[src/rtl/sdram_arb_pkg.sv]
`default_nettype none
// ============================================================================
// Module      : sdram_arb_pkg
// Description : Shared definitions for the SDRAM burst-port arbiter.
//               Contains the FSM state encoding, default address and length
//               widths, and a helper that sizes the round-robin pointer.
// Revision    : 1.0 - initial release
// ============================================================================
package sdram_arb_pkg;

    // Arbiter FSM state encoding
    localparam logic [1:0] c_ST_IDLE  = 2'd0;
    localparam logic [1:0] c_ST_REQ   = 2'd1;
    localparam logic [1:0] c_ST_BURST = 2'd2;
    localparam logic [1:0] c_ST_DONE  = 2'd3;

    // Default widths: address is {bank,row,col}
    localparam int c_ADDR_W_DEF = 22;
    localparam int c_LEN_W_DEF  = 9;
    localparam int c_DATA_W     = 16;

    // Width of a pointer that indexes n ports (at least one bit)
    function automatic int ptr_width(input int n);
        return (n > 1) ? $clog2(n) : 1;
    endfunction

endpackage
`default_nettype wire

[src/rtl/sdram_port_arbiter_rr_pick.sv]
`default_nettype none
// ============================================================================
// Module      : rr_pick
// Description : Combinational round-robin first-set search. Starting at
//               i_ptr and wrapping modulo NPORT, selects the first port whose
//               request bit is set.
// Ports       : i_req   - per-port request vector
//               i_ptr   - index of the highest-priority port
//               o_sel   - one-hot selected port (0 when none)
//               o_valid - at least one request present
// Revision    : 1.0 - initial release
// ============================================================================
module rr_pick
    import sdram_arb_pkg::*;
#(
    parameter int NPORT = 2,
    parameter int PTR_W = ptr_width(NPORT)
) (
    input  logic [NPORT-1:0] i_req,
    input  logic [PTR_W-1:0] i_ptr,
    output logic [NPORT-1:0] o_sel,
    output logic             o_valid
);

    logic w_found;

    // Outer loop walks the rotation distance from i_ptr; the inner loop finds
    // the port sitting at that distance. The first hit wins.
    always_comb begin
        o_sel   = '0;
        w_found = 1'b0;
        for (int k = 0; k < NPORT; k++) begin
            for (int i = 0; i < NPORT; i++) begin
                if (!w_found && i_req[i] &&
                    (((i + NPORT - int'(i_ptr)) % NPORT) == k)) begin
                    o_sel[i] = 1'b1;
                    w_found  = 1'b1;
                end
            end
        end
    end

    assign o_valid = |i_req;

endmodule
`default_nettype wire

[src/rtl/sdram_port_arbiter.sv]
`default_nettype none
// ============================================================================
// Module      : sdram_port_arbiter
// Description : Shares one SDRAM controller burst port between NPORT
//               FIFO-bridge requesters. One burst is granted at a time in
//               round-robin order (fairness by port). Address/length are
//               latched at grant time; write data is muxed combinationally.
//               Controller acks are routed only to the granted port and only
//               for the granted operation.
// Ports       : clk_ref, rst_n (async, active low)
//               port_wr_req/port_rd_req    - per-port level burst requests
//               port_wraddr/port_rdaddr    - per-port addresses
//               port_wrlen/port_rdlen      - per-port burst lengths
//               port_din                   - per-port write data
//               port_wr_ack/port_rd_ack    - routed controller acks
//               sdram_wr_req/sdram_rd_req  - requests to controller
//               sdram_wr_ack/sdram_rd_ack  - controller acks (burst-long)
//               sdram_wraddr/sdram_rdaddr  - latched addresses
//               sdram_wr_length/sdram_rd_length - latched lengths
//               sdram_din                  - write data of granted port
//               grant                      - one-hot current owner
//               arb_err                    - sticky watchdog error
// Config      : SDRAM_ARB_TIMEOUT_EN - enables the REQ-state ack watchdog
// Revision    : 1.0 - initial release
// ============================================================================
module sdram_port_arbiter
    import sdram_arb_pkg::*;
#(
    parameter int NPORT   = 2,
    parameter int ADDR_W  = c_ADDR_W_DEF,
    parameter int LEN_W   = c_LEN_W_DEF,
    parameter int TIMEOUT = 1023
) (
    input  logic                       clk_ref,
    input  logic                       rst_n,
    input  logic [NPORT-1:0]           port_wr_req,
    input  logic [NPORT-1:0]           port_rd_req,
    input  logic [NPORT*ADDR_W-1:0]    port_wraddr,
    input  logic [NPORT*ADDR_W-1:0]    port_rdaddr,
    input  logic [NPORT*LEN_W-1:0]     port_wrlen,
    input  logic [NPORT*LEN_W-1:0]     port_rdlen,
    input  logic [NPORT*c_DATA_W-1:0]  port_din,
    output logic [NPORT-1:0]           port_wr_ack,
    output logic [NPORT-1:0]           port_rd_ack,
    output logic                       sdram_wr_req,
    output logic                       sdram_rd_req,
    input  logic                       sdram_wr_ack,
    input  logic                       sdram_rd_ack,
    output logic [ADDR_W-1:0]          sdram_wraddr,
    output logic [ADDR_W-1:0]          sdram_rdaddr,
    output logic [LEN_W-1:0]           sdram_wr_length,
    output logic [LEN_W-1:0]           sdram_rd_length,
    output logic [c_DATA_W-1:0]        sdram_din,
    output logic [NPORT-1:0]           grant,
    output logic                       arb_err
);

    localparam int c_PTR_W = ptr_width(NPORT);

    // ------------------------------------------------------------------------
    // State and datapath registers with their next values
    // ------------------------------------------------------------------------
    logic [1:0]          r_state,    w_state_nxt;
    logic [NPORT-1:0]    r_grant,    w_grant_nxt;
    logic                r_op_wr,    w_op_wr_nxt;
    logic                r_wr_req,   w_wr_req_nxt;
    logic                r_rd_req,   w_rd_req_nxt;
    logic                r_ack_prev;
    logic [c_PTR_W-1:0]  r_rr_ptr,   w_rr_ptr_nxt;
    logic [ADDR_W-1:0]   r_wraddr,   w_wraddr_nxt;
    logic [ADDR_W-1:0]   r_rdaddr,   w_rdaddr_nxt;
    logic [LEN_W-1:0]    r_wrlen,    w_wrlen_nxt;
    logic [LEN_W-1:0]    r_rdlen,    w_rdlen_nxt;

    logic [NPORT-1:0]    w_sel;
    logic                w_pick_valid;
    logic [ADDR_W-1:0]   w_sel_wraddr, w_sel_rdaddr;
    logic [LEN_W-1:0]    w_sel_wrlen,  w_sel_rdlen;
    logic [c_PTR_W-1:0]  w_gnt_idx,    w_ptr_adv;
    logic [c_DATA_W-1:0] w_din;
    logic                w_ack;
    logic                w_own_req;
    logic                w_tmo_take;

    // ------------------------------------------------------------------------
    // Round-robin selection over ports with any request pending
    // ------------------------------------------------------------------------
    rr_pick #(
        .NPORT (NPORT),
        .PTR_W (c_PTR_W)
    ) u_rr_pick (
        .i_req   (port_wr_req | port_rd_req),
        .i_ptr   (r_rr_ptr),
        .o_sel   (w_sel),
        .o_valid (w_pick_valid)
    );

    // Address/length of the port the picker is pointing at
    always_comb begin
        w_sel_wraddr = '0;
        w_sel_rdaddr = '0;
        w_sel_wrlen  = '0;
        w_sel_rdlen  = '0;
        for (int i = 0; i < NPORT; i++) begin
            if (w_sel[i]) begin
                w_sel_wraddr = port_wraddr[i*ADDR_W +: ADDR_W];
                w_sel_rdaddr = port_rdaddr[i*ADDR_W +: ADDR_W];
                w_sel_wrlen  = port_wrlen[i*LEN_W +: LEN_W];
                w_sel_rdlen  = port_rdlen[i*LEN_W +: LEN_W];
            end
        end
    end

    // Index and write data of the current owner; zero while idle
    always_comb begin
        w_gnt_idx = '0;
        w_din     = '0;
        for (int i = 0; i < NPORT; i++) begin
            if (r_grant[i]) begin
                w_gnt_idx = c_PTR_W'(i);
                w_din     = port_din[i*c_DATA_W +: c_DATA_W];
            end
        end
    end

    assign w_ptr_adv = (w_gnt_idx == c_PTR_W'(NPORT-1)) ? '0
                                                        : w_gnt_idx + c_PTR_W'(1);

    // Ack and request of the latched operation only; the other op is ignored
    assign w_ack     = r_op_wr ? sdram_wr_ack : sdram_rd_ack;
    assign w_own_req = r_op_wr ? |(port_wr_req & r_grant)
                               : |(port_rd_req & r_grant);

    // ------------------------------------------------------------------------
    // Optional ack watchdog: counts cycles with the request asserted
    // ------------------------------------------------------------------------
`ifdef SDRAM_ARB_TIMEOUT_EN
    localparam int c_TMO_W = $clog2(TIMEOUT + 1);

    logic [c_TMO_W-1:0] r_tmo_cnt;
    logic               r_err;

    assign w_tmo_take = (r_state == c_ST_REQ) && (r_wr_req || r_rd_req) &&
                        !w_ack && w_own_req &&
                        (r_tmo_cnt == c_TMO_W'(TIMEOUT - 1));

    always_ff @(posedge clk_ref or negedge rst_n) begin
        if (!rst_n) begin
            r_tmo_cnt <= '0;
            r_err     <= 1'b0;
        end else begin
            if (r_state != c_ST_REQ) begin
                r_tmo_cnt <= '0;
            end else if (r_wr_req || r_rd_req) begin
                r_tmo_cnt <= r_tmo_cnt + c_TMO_W'(1);
            end
            if (w_tmo_take) begin
                r_err <= 1'b1;
            end
        end
    end

    assign arb_err = r_err;
`else
    assign w_tmo_take = 1'b0;
    assign arb_err    = 1'b0;
`endif

    // ------------------------------------------------------------------------
    // FSM next-state and datapath update
    // ------------------------------------------------------------------------
    always_comb begin
        w_state_nxt  = r_state;
        w_grant_nxt  = r_grant;
        w_op_wr_nxt  = r_op_wr;
        w_wr_req_nxt = r_wr_req;
        w_rd_req_nxt = r_rd_req;
        w_rr_ptr_nxt = r_rr_ptr;
        w_wraddr_nxt = r_wraddr;
        w_rdaddr_nxt = r_rdaddr;
        w_wrlen_nxt  = r_wrlen;
        w_rdlen_nxt  = r_rdlen;

        case (r_state)
            c_ST_IDLE: begin
                if (w_pick_valid) begin
                    w_grant_nxt  = w_sel;
                    // Write wins when a port has both requests pending
                    w_op_wr_nxt  = |(port_wr_req & w_sel);
                    w_wraddr_nxt = w_sel_wraddr;
                    w_rdaddr_nxt = w_sel_rdaddr;
                    w_wrlen_nxt  = w_sel_wrlen;
                    w_rdlen_nxt  = w_sel_rdlen;
                    w_state_nxt  = c_ST_REQ;
                end
            end

            c_ST_REQ: begin
                if (w_ack) begin
                    w_wr_req_nxt = 1'b0;
                    w_rd_req_nxt = 1'b0;
                    w_state_nxt  = c_ST_BURST;
                end else if (!w_own_req) begin
                    // Requester withdrew: give up without moving the pointer
                    w_wr_req_nxt = 1'b0;
                    w_rd_req_nxt = 1'b0;
                    w_grant_nxt  = '0;
                    w_state_nxt  = c_ST_IDLE;
                end else if (w_tmo_take) begin
                    w_wr_req_nxt = 1'b0;
                    w_rd_req_nxt = 1'b0;
                    w_grant_nxt  = '0;
                    w_rr_ptr_nxt = w_ptr_adv;
                    w_state_nxt  = c_ST_IDLE;
                end else begin
                    w_wr_req_nxt = r_op_wr;
                    w_rd_req_nxt = ~r_op_wr;
                end
            end

            c_ST_BURST: begin
                // Burst ends on the falling edge of the owning ack
                if (r_ack_prev && !w_ack) begin
                    w_state_nxt = c_ST_DONE;
                end
            end

            default: begin  // c_ST_DONE
                w_grant_nxt  = '0;
                w_rr_ptr_nxt = w_ptr_adv;
                w_state_nxt  = c_ST_IDLE;
            end
        endcase
    end

    always_ff @(posedge clk_ref or negedge rst_n) begin
        if (!rst_n) begin
            r_state    <= c_ST_IDLE;
            r_grant    <= '0;
            r_op_wr    <= 1'b0;
            r_wr_req   <= 1'b0;
            r_rd_req   <= 1'b0;
            r_ack_prev <= 1'b0;
            r_rr_ptr   <= '0;
            r_wraddr   <= '0;
            r_rdaddr   <= '0;
            r_wrlen    <= '0;
            r_rdlen    <= '0;
        end else begin
            r_state    <= w_state_nxt;
            r_grant    <= w_grant_nxt;
            r_op_wr    <= w_op_wr_nxt;
            r_wr_req   <= w_wr_req_nxt;
            r_rd_req   <= w_rd_req_nxt;
            r_ack_prev <= w_ack;
            r_rr_ptr   <= w_rr_ptr_nxt;
            r_wraddr   <= w_wraddr_nxt;
            r_rdaddr   <= w_rdaddr_nxt;
            r_wrlen    <= w_wrlen_nxt;
            r_rdlen    <= w_rdlen_nxt;
        end
    end

    // ------------------------------------------------------------------------
    // Outputs
    // ------------------------------------------------------------------------
    assign grant           = r_grant;
    assign sdram_wr_req    = r_wr_req;
    assign sdram_rd_req    = r_rd_req;
    assign sdram_wraddr    = r_wraddr;
    assign sdram_rdaddr    = r_rdaddr;
    assign sdram_wr_length = r_wrlen;
    assign sdram_rd_length = r_rdlen;
    assign sdram_din       = w_din;
    assign port_wr_ack     = r_grant & {NPORT{sdram_wr_ack &  r_op_wr}};
    assign port_rd_ack     = r_grant & {NPORT{sdram_rd_ack & ~r_op_wr}};

endmodule
`default_nettype wire
[config.mk]
export PLATFORM = sky130hd
export DESIGN_NAME = sdram_port_arbiter
export DESIGN_NICKNAME = d
export VERILOG_FILES = /design/src/rtl/sdram_arb_pkg.sv /design/src/rtl/sdram_port_arbiter_rr_pick.sv /design/src/rtl/sdram_port_arbiter.sv
export SDC_FILE = /design/constraint.sdc
export NUM_CORES = 1
export LEC_CHECK = 0
export CORE_UTILIZATION = 36
export CTS_BUF_LIST = sky130_fd_sc_hd__clkbuf_4 sky130_fd_sc_hd__clkbuf_8
export DETAILED_ROUTE_END_ITERATION = 16
export PLACE_DENSITY = 0.84
export SYNTH_ARGS = -nofsm -noshare
export SYNTH_HDL_FRONTEND = slang
export SYNTH_HIERARCHICAL = 1
export SYNTH_SLANG_ARGS = --single-unit
[constraint.sdc]
create_clock -name clk_ref -period 2.1 [get_ports clk_ref]
set_clock_uncertainty 0.2 [all_clocks]
set_input_delay 0.42 -clock clk_ref [delete_from_list [all_inputs] [get_ports clk_ref]]
set_output_delay 0.42 -clock clk_ref [all_outputs]
set_load 0.005 [all_outputs]
# Yosys cells after proc, flatten, opt, wreduce, memory -nomap -nowiden
# Cells that the tools add are included.
# totals
regBits	71
input_bits	164
output_inout_bits	87
wordCells	90
# op_classes
addsub	3
n_eq_ne	9
muxes	32
n_bitwise	12
reduce_logical	23
# ops
op	count
$mux 22	4
$logic_not 32->1	2
$mux 9	4
$mux 16	2
$mux 1	14
$mux 2	6
$pmux 2 s3	2
$and 2x2->2	5
$logic_and 1x1->1	8
$reduce_or 2->1	4
$eq 2x2->1 const B	3
$ne 2x2->1 const B	3
$sub 2x1->3 const A	2
$and 1x1->1	4
$logic_not 1->1	4
$reduce_and 4->1	1
$ne 3x3->1 const B	1
$reduce_and 3->1	1
$reduce_or 3->1	1
$eq 2x1->1 const B	1
$logic_not 2->1	1
$ne 2x1->1 const B	1
$not 1->1	2
$or 2x2->2	1
2 further kinds	2

# Logic depth before layout (Yosys ltp)
# depth
depth_word	19
mapped_depth	7

# By module
# The synthesis kept the hierarchy.
# by_module_without_submodules
module	instances	cells_each	area_per_inst_um2
sdram_port_arbiter	1	356	3438.3
rr_pick	1	4	25.0

# Worst setup path before layout
# No wires, ideal clock.
# synth_path
path_type	in2reg
start	in port_rd_req[0]
end	reg r_rdlen[8], in the netlist sdram_rd_length[8]
t_arrival_ns	1.604
required_time_ns	1.823
setup_slack_ns	0.219
stages	6
cell_sequence	or2_2 a21boi_1 buf_4 clkbuf_1 a22oi_1 a21oi_1
# synth_between
elab_chain_len	16
# synth_rtl
element	line	text
start: declaration	sdram_port_arbiter.sv:37	input logic [NPORT-1:0] port_rd_req,
$or 2x2->2 *	sdram_port_arbiter.sv:92	.i_req (port_wr_req | port_rd_req),
$logic_and 1x1->1	sdram_port_arbiter_rr_pick.sv:34	if (!w_found && i_req[i] &&
$mux 1	sdram_port_arbiter_rr_pick.sv:34	
$logic_not 1->1	sdram_port_arbiter_rr_pick.sv:34	
$logic_and 1x1->1 (2 in series)	sdram_port_arbiter_rr_pick.sv:34	
$mux 1	sdram_port_arbiter_rr_pick.sv:34	
$logic_not 1->1	sdram_port_arbiter_rr_pick.sv:34	
$logic_and 1x1->1 (2 in series)	sdram_port_arbiter_rr_pick.sv:34	
$mux 1	sdram_port_arbiter_rr_pick.sv:34	
$logic_not 1->1	sdram_port_arbiter_rr_pick.sv:34	
$logic_and 1x1->1 (2 in series)	sdram_port_arbiter_rr_pick.sv:34	
$mux 1 *	sdram_port_arbiter_rr_pick.sv:34	
named net w_sel[1]	sdram_port_arbiter.sv:75	logic [NPORT-1:0] w_sel;
$mux 9 *	sdram_port_arbiter.sv:105	if (w_sel[i]) begin
end signal: assignment	sdram_port_arbiter.sv:260	r_rdlen <= w_rdlen_nxt;
end: declaration	sdram_port_arbiter.sv:73	logic [LEN_W-1:0] r_rdlen, w_rdlen_nxt;
# Mark *: on every way through the listed nets, which the timed path passes. The rest lies on a longest branch.
# A chain may end at the register's enable or synchronous reset.

# Worst setup path after layout
# layout_path
start	in port_wr_req[0]
end	reg r_rdlen[4], in the netlist sdram_rd_length[4]
# layout_rtl
element	line	text
start: declaration	sdram_port_arbiter.sv:36	input logic [NPORT-1:0] port_wr_req,
$or 2x2->2	sdram_port_arbiter.sv:92	
$reduce_or 2->1	sdram_port_arbiter_rr_pick.sv:43	assign o_valid = |i_req;
named net w_pick_valid	sdram_port_arbiter.sv:76	logic w_pick_valid;
$reduce_and 2->1 (no source line)	n/a	
# The timed path passes the listed nets, and every way through them passes these cells.

==> metrics.cfg <==
[outcome]
outcome=completed

[sta]
hold_viol=0
rsz0062_at_grt=yes
fmax_ghz=0.487
final_max_slew_viol_count=0
hold_slack_ps=295
setup_viol=0
setup-tns-final_ps=0
period_share_pct=97.8
period_minus_slack_ps=2050

[yosys]
yosysWarnings=6
synth_area_um2=3460
ys_ff_latch=71
syn_nets=524
synth_area_leaders=dfrtp_1 (51%), a22oi_1 (14%), a21oi_1 (9.0%)
synthMuxAreaShare_pct=0.867
yosysTopAreaCell=dfrtp_1
synth_top_area_share_pct=51.3
synth_xor_xnor_area_share_pct=0
synth.avg_cell_area_um2=9.62
syn_inst=360
synth_fa_ha_area_share_pct=0
ys_seq_area_share_pct=51.3
synthDistinctLibCells=28
synth_compound_area_share_pct=29.3
yosys.area_share.simple_pct=11.4
synth_top_family_by_area=compound AO/OA/AOI/OAI gates

[cts]
cts-buffers-inserted=9
cts_tree=yes
clkSinkCount=71
clk_latency_ps=330
clk_path_buf_depth=2
cts-htree-levels=3
path_clk_slew_ps=80
clk_root_buffer_cell=clkbuf_8

[power]
ir_drop_mv=0.657
leakagePower_nw=2.72
powerDensity_nw_per_um2=1350

[finish]
area_growth_pct=87.4
drive_gt1_share_pct=11.1
fin_util_pct=69.9
antenna_cells=0
final_cell_mix=clkdlybuf4s50_1 (227), dfrtp_1 (71), a22oi_1 (63), nor2_1 (63), a21oi_1 (61)
nets=779
fillers=723
layout_commonest_cell=clkdlybuf4s50_1

[drt]
drt-total-wl_um=12600
routed-wl-met2_um=6420
dr_total_vias=3846
top_layer=met4
wirelength_met1_um=4910
drt_iter0_markers=107
dr.pass1.iters=4
wl_per_cell_um=16.9
met3_wirelength_um=1010
via_per_inst=5.14
drtAntennaViolNets=0
drc_errors=0

[floorplanning]
die_x_um=100
initial_core_util_pct=37.3
fp-row-count=35
die_y_um=100
io_pins=251
coreArea_um2=9280
die_area_um2=10000

[global_route]
grt_pass1_vias=3954
grt_start_max_net_pins=72
grt_pass1_wl_um=19100
antenna_found_initial=0
grt_overflow=0
grt_usage_pct=24.2

[setup_path]
cp.arrival_ps=2090
cp_slowest_cell=clkdlybuf4s50_1
cp_cell_sequence=clkdlybuf4s50_1 -> or2_4 -> or2_1 -> nor3b_4 -> buf_4 -> buf_12 -> nor2_1 -> a21oi_1
critPathKind=in -> reg
cp-start-kind=primary input
critPathMaxFanout=28
worstPathRequired_ps=2140
cpPeakStageDelay_ps=480
endpoint_kind=register

[placement]
io_buffers=249
globalplace.congestion=0.777
hpwl_um=8870

[min_path]
hold_path_class=reg -> reg

[flow_run]
cap_violations=0

what timing repair did:
| item | 4_1_cts | 5_1_grt |
|---|---|---|
| buffers inserted | 5 | 7 |
| hold buffers | 1 | 0 |
| gates resized for setup | 71 | 7 |
| setup endpoints to repair | 27 | 45 |
| hold endpoints to repair | 71 | 0 |
| cloned | 2 | 3 |
| pin swaps | 0 | 4 |
metal layers:
layer,vias up,GRT usage [%]
met3,23,6.82
met2,169,42.3
met5,-,0
li1,1812,-
met4,0,9.36
met1,1842,28.1
sequential cells by signal, summed over array words and instances, names as in the netlist:
| signal | cells |
|---|---|
| grant | 2 |
| r_op_wr | 1 |
| sdram_rd_req | 1 |
| sdram_wr_length | 9 |
| r_ack_prev | 1 |
| sdram_wr_req | 1 |
| sdram_rdaddr | 22 |
| sdram_rd_length | 9 |
| r_state | 2 |
| sdram_wraddr | 22 |
| r_rr_ptr | 1 |
cell type report:
class                      instances  area, um2  area share [%]
timing repair buffer             280       2810            43.4
sequential                        71       1780            27.4
multi-input combinational        250       1480            22.8
tap                              129        161            2.49
clock buffer                      10        138            2.12
clock inverter                     5        106            1.64
inverter                           3       11.3           0.174
cell families after synthesis:
logic type      count (synthesis)
flops                          71
simple gates                   91
other cells                     1
buf+inv                        39
compound gates                155
mux                             3
power breakdown:
part           internal, W  switching (W)
clock network     0.000818       0.000512
logic              0.00275        0.00217
registers          0.00209       0.000436
total              0.00566        0.00312
synth_stat cells:
master    count
a21boi_1      2
a21oi_1      62
a22o_1       17
a22oi_1      63
a31oi_1       2
and2b_1       1
and3_1        2
and3b_1       2
buf_2        13
buf_4         9
buf_6         6
clkbuf_1      8
conb_1        1
dfrtp_1      71
inv_1         3
mux2i_1       3
nand2_1      11
nand2b_1      2
nand3b_1      1
nor2_1       64
nor2b_1       4
nor3b_2       1
o21ai_0       5
o22ai_1       1
o31ai_1       1
o32ai_1       2
or2_1         1
or2_2         2
stage by stage:
stage	power, W	std cells	cell area (um2)	setup slack [ps]
3_5_place_dp	0.00721	720	6130	-387
6_report	0.00878	748	6490	47.2
5_1_grt	0.00942	748	6490	-45.8
3_3_place_gp	0.00698	720	6130	-335
2_1_floorplan	0.00472	360	3460	219
4_1_cts	0.00866	742	6410	-131
critical path, delay by kind of cell:
kind,cells,cell delay (ps)
buffers and inverters,3,830
and+or+nand+nor,4,660
AOI/OAI and AO/OA,1,160
path summary, 6_finish.rpt:
check / cells past startpoint / endpoint / slack (ps) / from
setup / recovery: 8 / sdram_rd_length[4] / 50 / port_wr_req[0]
hold / removal: 2 / sdram_rd_req / 300 / sdram_rd_req
setup reg to reg: 5 / sdram_rd_length[4] / 370 / r_state[0]
hold reg to reg: 2 / sdram_rd_req / 300 / sdram_rd_req
max in group asynchronous: 3 / sdram_rdaddr[3] / 940 / rst_n
min in group asynchronous: 3 / sdram_rd_length[0] / 420 / rst_n
(Power assumes the default switching activity.)
